`src/rtl/oai22_stim_sequencer_if.sv`:
```
// Stimulus/observe bundle between an OAI22 sequencer and its harness.
// master = sequencer side, slave = harness / cell side.
interface oai22_stim_sequencer_if #(
    parameter int DWELL_W = 8,
    parameter int CNT_W   = 16
);
    logic               START;
    logic [DWELL_W-1:0] DWELL;
    logic [7:0]         NPASS;
    logic               QN;
    logic               IN1;
    logic               IN2;
    logic               IN3;
    logic               IN4;
    logic               BUSY;
    logic               DONE;
    logic [CNT_W-1:0]   ERR_CNT;
    logic [CNT_W-1:0]   TOG_CNT;

    modport master (
        input  START, DWELL, NPASS, QN,
        output IN1, IN2, IN3, IN4,
        output BUSY, DONE, ERR_CNT, TOG_CNT
    );

    modport slave (
        output START, DWELL, NPASS, QN,
        input  IN1, IN2, IN3, IN4,
        input  BUSY, DONE, ERR_CNT, TOG_CNT
    );
endinterface

```
`src/rtl/oai22_stim_sequencer.sv`:
```
// Per-cell OAI22 stimulus sweep, QN check, mismatch and toggle counting.
// Define OAI22_SEQ_GRAY_EN for a Gray-code sweep order (binary otherwise).
module oai22_stim_sequencer #(
    parameter int DWELL_W = 8,
    parameter int CNT_W   = 16
) (
    input  logic                     CLK,
    input  logic                     RST,
    oai22_stim_sequencer_if.master   bus
);
    typedef enum logic [1:0] {
        IDLE   = 2'd0,
        SETTLE = 2'd1,
        CHECK  = 2'd2,
        FINISH = 2'd3
    } state_t;

    state_t             state;
    logic [3:0]         vec;
    logic [3:0]         in_r;
    logic [DWELL_W-1:0] dwell_cnt;
    logic [DWELL_W-1:0] dwell_lat;
    logic [7:0]         pass_rem;
    logic               last_qn;
    logic               first_flag;
    logic               busy;
    logic               done;
    logic [CNT_W-1:0]   err;
    logic [CNT_W-1:0]   tog;

    function automatic logic [3:0] appl(input logic [3:0] v);
`ifdef OAI22_SEQ_GRAY_EN
        return v ^ (v >> 1);
`else
        return v;
`endif
    endfunction

    logic [3:0] cur;
    logic       exp_qn;
    logic [3:0] vec_nx;

    assign cur    = appl(vec);
    assign exp_qn = ~((cur[0] | cur[1]) & (cur[2] | cur[3]));
    assign vec_nx = vec + 4'd1;

    always_ff @(posedge CLK) begin
        if (RST) begin
            state      <= IDLE;
            vec        <= 4'd0;
            in_r       <= 4'd0;
            dwell_cnt  <= '0;
            dwell_lat  <= '0;
            pass_rem   <= 8'd0;
            last_qn    <= 1'b0;
            first_flag <= 1'b1;
            busy       <= 1'b0;
            done       <= 1'b0;
            err        <= '0;
            tog        <= '0;
        end else begin
            done <= 1'b0;
            unique case (state)
                IDLE: begin
                    if (bus.START) begin
                        dwell_lat  <= bus.DWELL;
                        dwell_cnt  <= bus.DWELL;
                        pass_rem   <= bus.NPASS;
                        vec        <= 4'd0;
                        in_r       <= appl(4'd0);
                        err        <= '0;
                        tog        <= '0;
                        first_flag <= 1'b1;
                        busy       <= 1'b1;
                        state      <= SETTLE;
                    end
                end
                SETTLE: begin
                    if (dwell_cnt == '0)
                        state <= CHECK;
                    else
                        dwell_cnt <= dwell_cnt - 1'b1;
                end
                CHECK: begin
                    if (bus.QN != exp_qn && err != '1)
                        err <= err + 1'b1;
                    if (!first_flag && bus.QN != last_qn && tog != '1)
                        tog <= tog + 1'b1;
                    last_qn    <= bus.QN;
                    first_flag <= 1'b0;
                    dwell_cnt  <= dwell_lat;
                    // last_qn survives the 15->0 wrap so it counts as a toggle
                    if (vec != 4'hf) begin
                        vec   <= vec_nx;
                        in_r  <= appl(vec_nx);
                        state <= SETTLE;
                    end else if (pass_rem != 8'd0) begin
                        pass_rem <= pass_rem - 8'd1;
                        vec      <= 4'd0;
                        in_r     <= appl(4'd0);
                        state    <= SETTLE;
                    end else begin
                        in_r  <= 4'd0;
                        busy  <= 1'b0;
                        done  <= 1'b1;
                        state <= FINISH;
                    end
                end
                FINISH: begin
                    state <= IDLE;
                end
            endcase
        end
    end

    assign bus.IN1     = in_r[0];
    assign bus.IN2     = in_r[1];
    assign bus.IN3     = in_r[2];
    assign bus.IN4     = in_r[3];
    assign bus.BUSY    = busy;
    assign bus.DONE    = done;
    assign bus.ERR_CNT = err;
    assign bus.TOG_CNT = tog;
endmodule

```
`src/flat_wrapper.sv`:
```
// flat-port wrapper written by rule: the top's interface ports become plain ports
module oai22_stim_sequencer_flat 
#(
    parameter int DWELL_W = 8,
    parameter int CNT_W   = 16
)
  (CLK, RST, bus_START, bus_DWELL, bus_NPASS, bus_QN, bus_IN1, bus_IN2, bus_IN3, bus_IN4, bus_BUSY, bus_DONE, bus_ERR_CNT, bus_TOG_CNT);
  oai22_stim_sequencer_if #(.DWELL_W(DWELL_W), .CNT_W(CNT_W)) bus_i ();
  input  logic CLK;
  input  logic RST;
  input wire logic [$bits(bus_i.START)-1:0] bus_START;
  input wire logic [$bits(bus_i.DWELL)-1:0] bus_DWELL;
  input wire logic [$bits(bus_i.NPASS)-1:0] bus_NPASS;
  input wire logic [$bits(bus_i.QN)-1:0] bus_QN;
  output wire logic [$bits(bus_i.IN1)-1:0] bus_IN1;
  output wire logic [$bits(bus_i.IN2)-1:0] bus_IN2;
  output wire logic [$bits(bus_i.IN3)-1:0] bus_IN3;
  output wire logic [$bits(bus_i.IN4)-1:0] bus_IN4;
  output wire logic [$bits(bus_i.BUSY)-1:0] bus_BUSY;
  output wire logic [$bits(bus_i.DONE)-1:0] bus_DONE;
  output wire logic [$bits(bus_i.ERR_CNT)-1:0] bus_ERR_CNT;
  output wire logic [$bits(bus_i.TOG_CNT)-1:0] bus_TOG_CNT;
  assign bus_i.START = bus_START;
  assign bus_i.DWELL = bus_DWELL;
  assign bus_i.NPASS = bus_NPASS;
  assign bus_i.QN = bus_QN;
  assign bus_IN1 = bus_i.IN1;
  assign bus_IN2 = bus_i.IN2;
  assign bus_IN3 = bus_i.IN3;
  assign bus_IN4 = bus_i.IN4;
  assign bus_BUSY = bus_i.BUSY;
  assign bus_DONE = bus_i.DONE;
  assign bus_ERR_CNT = bus_i.ERR_CNT;
  assign bus_TOG_CNT = bus_i.TOG_CNT;
  oai22_stim_sequencer #(.DWELL_W(DWELL_W), .CNT_W(CNT_W)) u_core (.CLK(CLK), .RST(RST), .bus(bus_i));
endmodule
```
`config.mk`:
```
export PLATFORM = sky130hd
export DESIGN_NAME = oai22_stim_sequencer_flat
export DESIGN_NICKNAME = d
export VERILOG_FILES = /design/src/rtl/oai22_stim_sequencer_if.sv /design/src/rtl/oai22_stim_sequencer.sv /design/src/flat_wrapper.sv
export SDC_FILE = /design/constraint.sdc
export NUM_CORES = 1
export LEC_CHECK = 0
export CORE_UTILIZATION = 40
export CTS_CLUSTER_DIAMETER = 120
export CTS_CLUSTER_SIZE = 8
export DETAILED_ROUTE_END_ITERATION = 7
export HOLD_SLACK_MARGIN = 0.06
export PLACE_DENSITY = 0.64
export SYNTH_ARGS = -nofsm -noshare
export SYNTH_HDL_FRONTEND = slang
export SYNTH_SLANG_ARGS = --single-unit
export TNS_END_PERCENT = 50
```
`constraint.sdc`:
```
create_clock -name CLK -period 2.3 [get_ports CLK]
set_input_delay 0.69 -clock CLK [delete_from_list [all_inputs] [get_ports CLK]]
set_output_delay 0.69 -clock CLK [all_outputs]
set_load 0.02 [all_outputs]
```
==> results_dict.tcl <==
set metrics [dict create \
    drcViolationCount 0 \
    rsz0062_at_grt "true" \
    yosys_most_used_dff "dfxtp_1" \
    setup_violations 0 \
    cts_max_level 3 \
    slew_headroom_pct 60.9 \
    tritoncts "built" \
    grt_overflow 0 \
    synth-edff-count 0 \
    grt_pass1_wl_um 16100 \
    fin_hold_ws_ns 0.460 \
    fmax_mhz 458 \
    totalPowerFinal_mw 4.84 \
    place_inst 650 \
    max_stage_delay_ns 0.60 \
    dr.pass1.iters 4 \
    fp-row-count 34 \
    synthDominantCellAreaShare_pct 37.3 \
    yosys.area.top_type "dfxtp_1" \
    io_pins 58 \
    power_leakage_nw 1.74 \
    min_path_type "register to register" \
    instances_no_fill 666 \
    gp_congestion 0.799 \
    crit_buf_inv 1 \
    syn_inst 468 \
    cts-root-buf "clkbuf_8" \
    viasPerCell 5.65 \
    coreArea_um2 8890 \
    status "finished clean" \
    synth_area_per_cell_um2 8.02 \
    syn-cell-area_um2 3750 \
    drive_above_1_share_pct 13.1 \
    post-dp-hpwl_um 6740 \
    vias 3761 \
    startpoint_type "register" \
    track_usage_pct 20.3 \
    synthTopCellsByCount "dfxtp_1, nand2_1, a21oi_1" \
    diodes 0 \
    worstSetupPathDepth 7 \
    initial_core_util_pct 42.2 \
    final_nets 584 \
    cp_data_required_time_ns 2.54 \
    hold_viol_final 0 \
    post-route-util_pct 55.0 \
    path_max_fanout 7 \
    synthArstFlopShare_pct 0 \
    ir_drop_mv 0.647 \
    place_ws_ns -0.465 \
    arrival_ns 2.42 \
    worst_r2r_path_depth 7 \
    p_per_area_nw_per_um2 991 \
    yosys.cell_types.count 58 \
    clock_latency_ns 0.34 \
    antenna_found_initial 0 \
    areaGrowthSynthToFinish_pct 30.3 \
    clk_path_buf_depth 2 \
    cts.sinks 70 \
    numCtsBuffers 9 \
    synth_area_leaders "dfxtp_1, a21oi_1, nand2_1, nor2_1, nand3_1" \
    slowest_stage "or4_4" \
    cp_top_family "simple AND/OR/NAND/NOR gates" \
    port_buffers 57 \
    die_w_um 98.9 \
    fin_area_um2 4890 \
    min_period_over_period_pct 94.9 \
    min_period_ns 2.18 \
    cp-end-kind "register" \
    hold_depth 2 \
    wl_per_cell_um 14.4 \
    synthesis.nets 499 \
    antenna_left 0 \
    setup_ws_ns 0.117 \
    synth-seq-cells 70 \
    drv_slew 0 \
    tightest_slew_ns 0.583 \
    yosys_warnings 0 \
    skew_ns 0.0103 \
    post_dp_cell_area_um2 4680 \
    grt_pass1_vias 3475 \
    ys_seq_area_share_pct 37.3 \
    worstPathCellList "ha_1 -> nand2_1 -> or4_4 -> o31ai_4 -> buf_4 -> nor2b_1 -> o21a_1" \
    routed_wl_um 9600 \
    die_area_um2 9780 \
    synth.most_common_cell "dfxtp_1" \
    post_cts_buffers 0 \
    cap_violations 0 \
    setup_tns_ns 0 \
    die_y_um 98.9 \
    clk_pin_slew_ns 0.08 \
    drt_iter0_drc 159 \
    criticalPathCategory "register to register" \
    grt_max_degree 40 \
]
==> sequential cells by signal, summed over array words and instances (netlist names), 2 cells and up <==
name / flops
u_core.bus.ERR_CNT: 16
u_core.dwell_lat: 8
u_core.pass_rem: 8
u_core.cur: 4
u_core.in_r: 4
u_core.state: 2
u_core.bus.TOG_CNT: 16
u_core.dwell_cnt: 8
==> where the power goes <==
group / total [mW] / switching [mW] / internal [mW]
Clock: 1.00 / 0.478 / 0.527
Sequential: 1.60 / 0.205 / 1.40
Combinational: 2.24 / 1.28 / 0.958
==> worst reg2reg max path, cell delays in order, from the launching register on <==
cell and delay (ns):
dfxtp_1 0.39, ha_1 0.22, nand2_1 0.12, or4_4 0.60, o31ai_4 0.35, buf_4 0.21
nor2b_1 0.05, o21a_1 0.15
==> cells by family after synthesis <==
family,synth area share (%)
mux,2.00
buf+inv,3.90
compound gates,23.7
fa+ha+maj,3.67
simple gates,26.4
flops,37.3
xor+xnor,3.03
==> metal layers <==
layer  GRT usage, %  wire length, µm  vias up
met4           5.63               82        0
met5              0                0        -
met3           4.54              371        9
met1           25.8             4670     1778
met2           34.5             4480       84
li1               -                -     1890
==> worst paths after layout <==
path,slack [ns],startpoint,end
setup / recovery,0.12,u_core.bus.TOG_CNT[0],u_core.bus.TOG_CNT[3]
hold reg to reg,0.46,u_core.dwell_lat[7],u_core.dwell_lat[7]
hold / removal,0.46,u_core.dwell_lat[7],u_core.dwell_lat[7]
setup reg to reg,0.12,u_core.bus.TOG_CNT[0],u_core.bus.TOG_CNT[3]
==> repair_timing <==
item,4_1_cts,5_1_grt
pin swaps,0,0
hold buffers,0,0
setup endpoints to repair,7,7
resized for setup,1,3
==> cell usage in the layout (no fill, tap or decap), drive strengths merged, types with 6 or more instances in the layout <==
cell type      instances
dfxtp                 70
nand2                 57
clkdlybuf4s50         56
a21oi                 55
nor2                  39
buf                   39
nand3                 28
o21ai                 21
o31ai                 13
nor3                  12
inv                   11
xor2                  11
or3                   11
ha                    11
or4                   11
and3                  10
clkbuf                10
a22oi                  6
a31oi                  6
mux2i                  6
==> layout make-up <==
class	count	area, µm²
clock buffers	10	138
clock inverters	6	61.3
fillers	816	4000
inverters	13	52.6
multi-input cells	363	2210
flip-flops and latches	70	1400
well taps	108	135
repair buffers	96	891
Note: power is estimated with default switching activity, not from simulation.
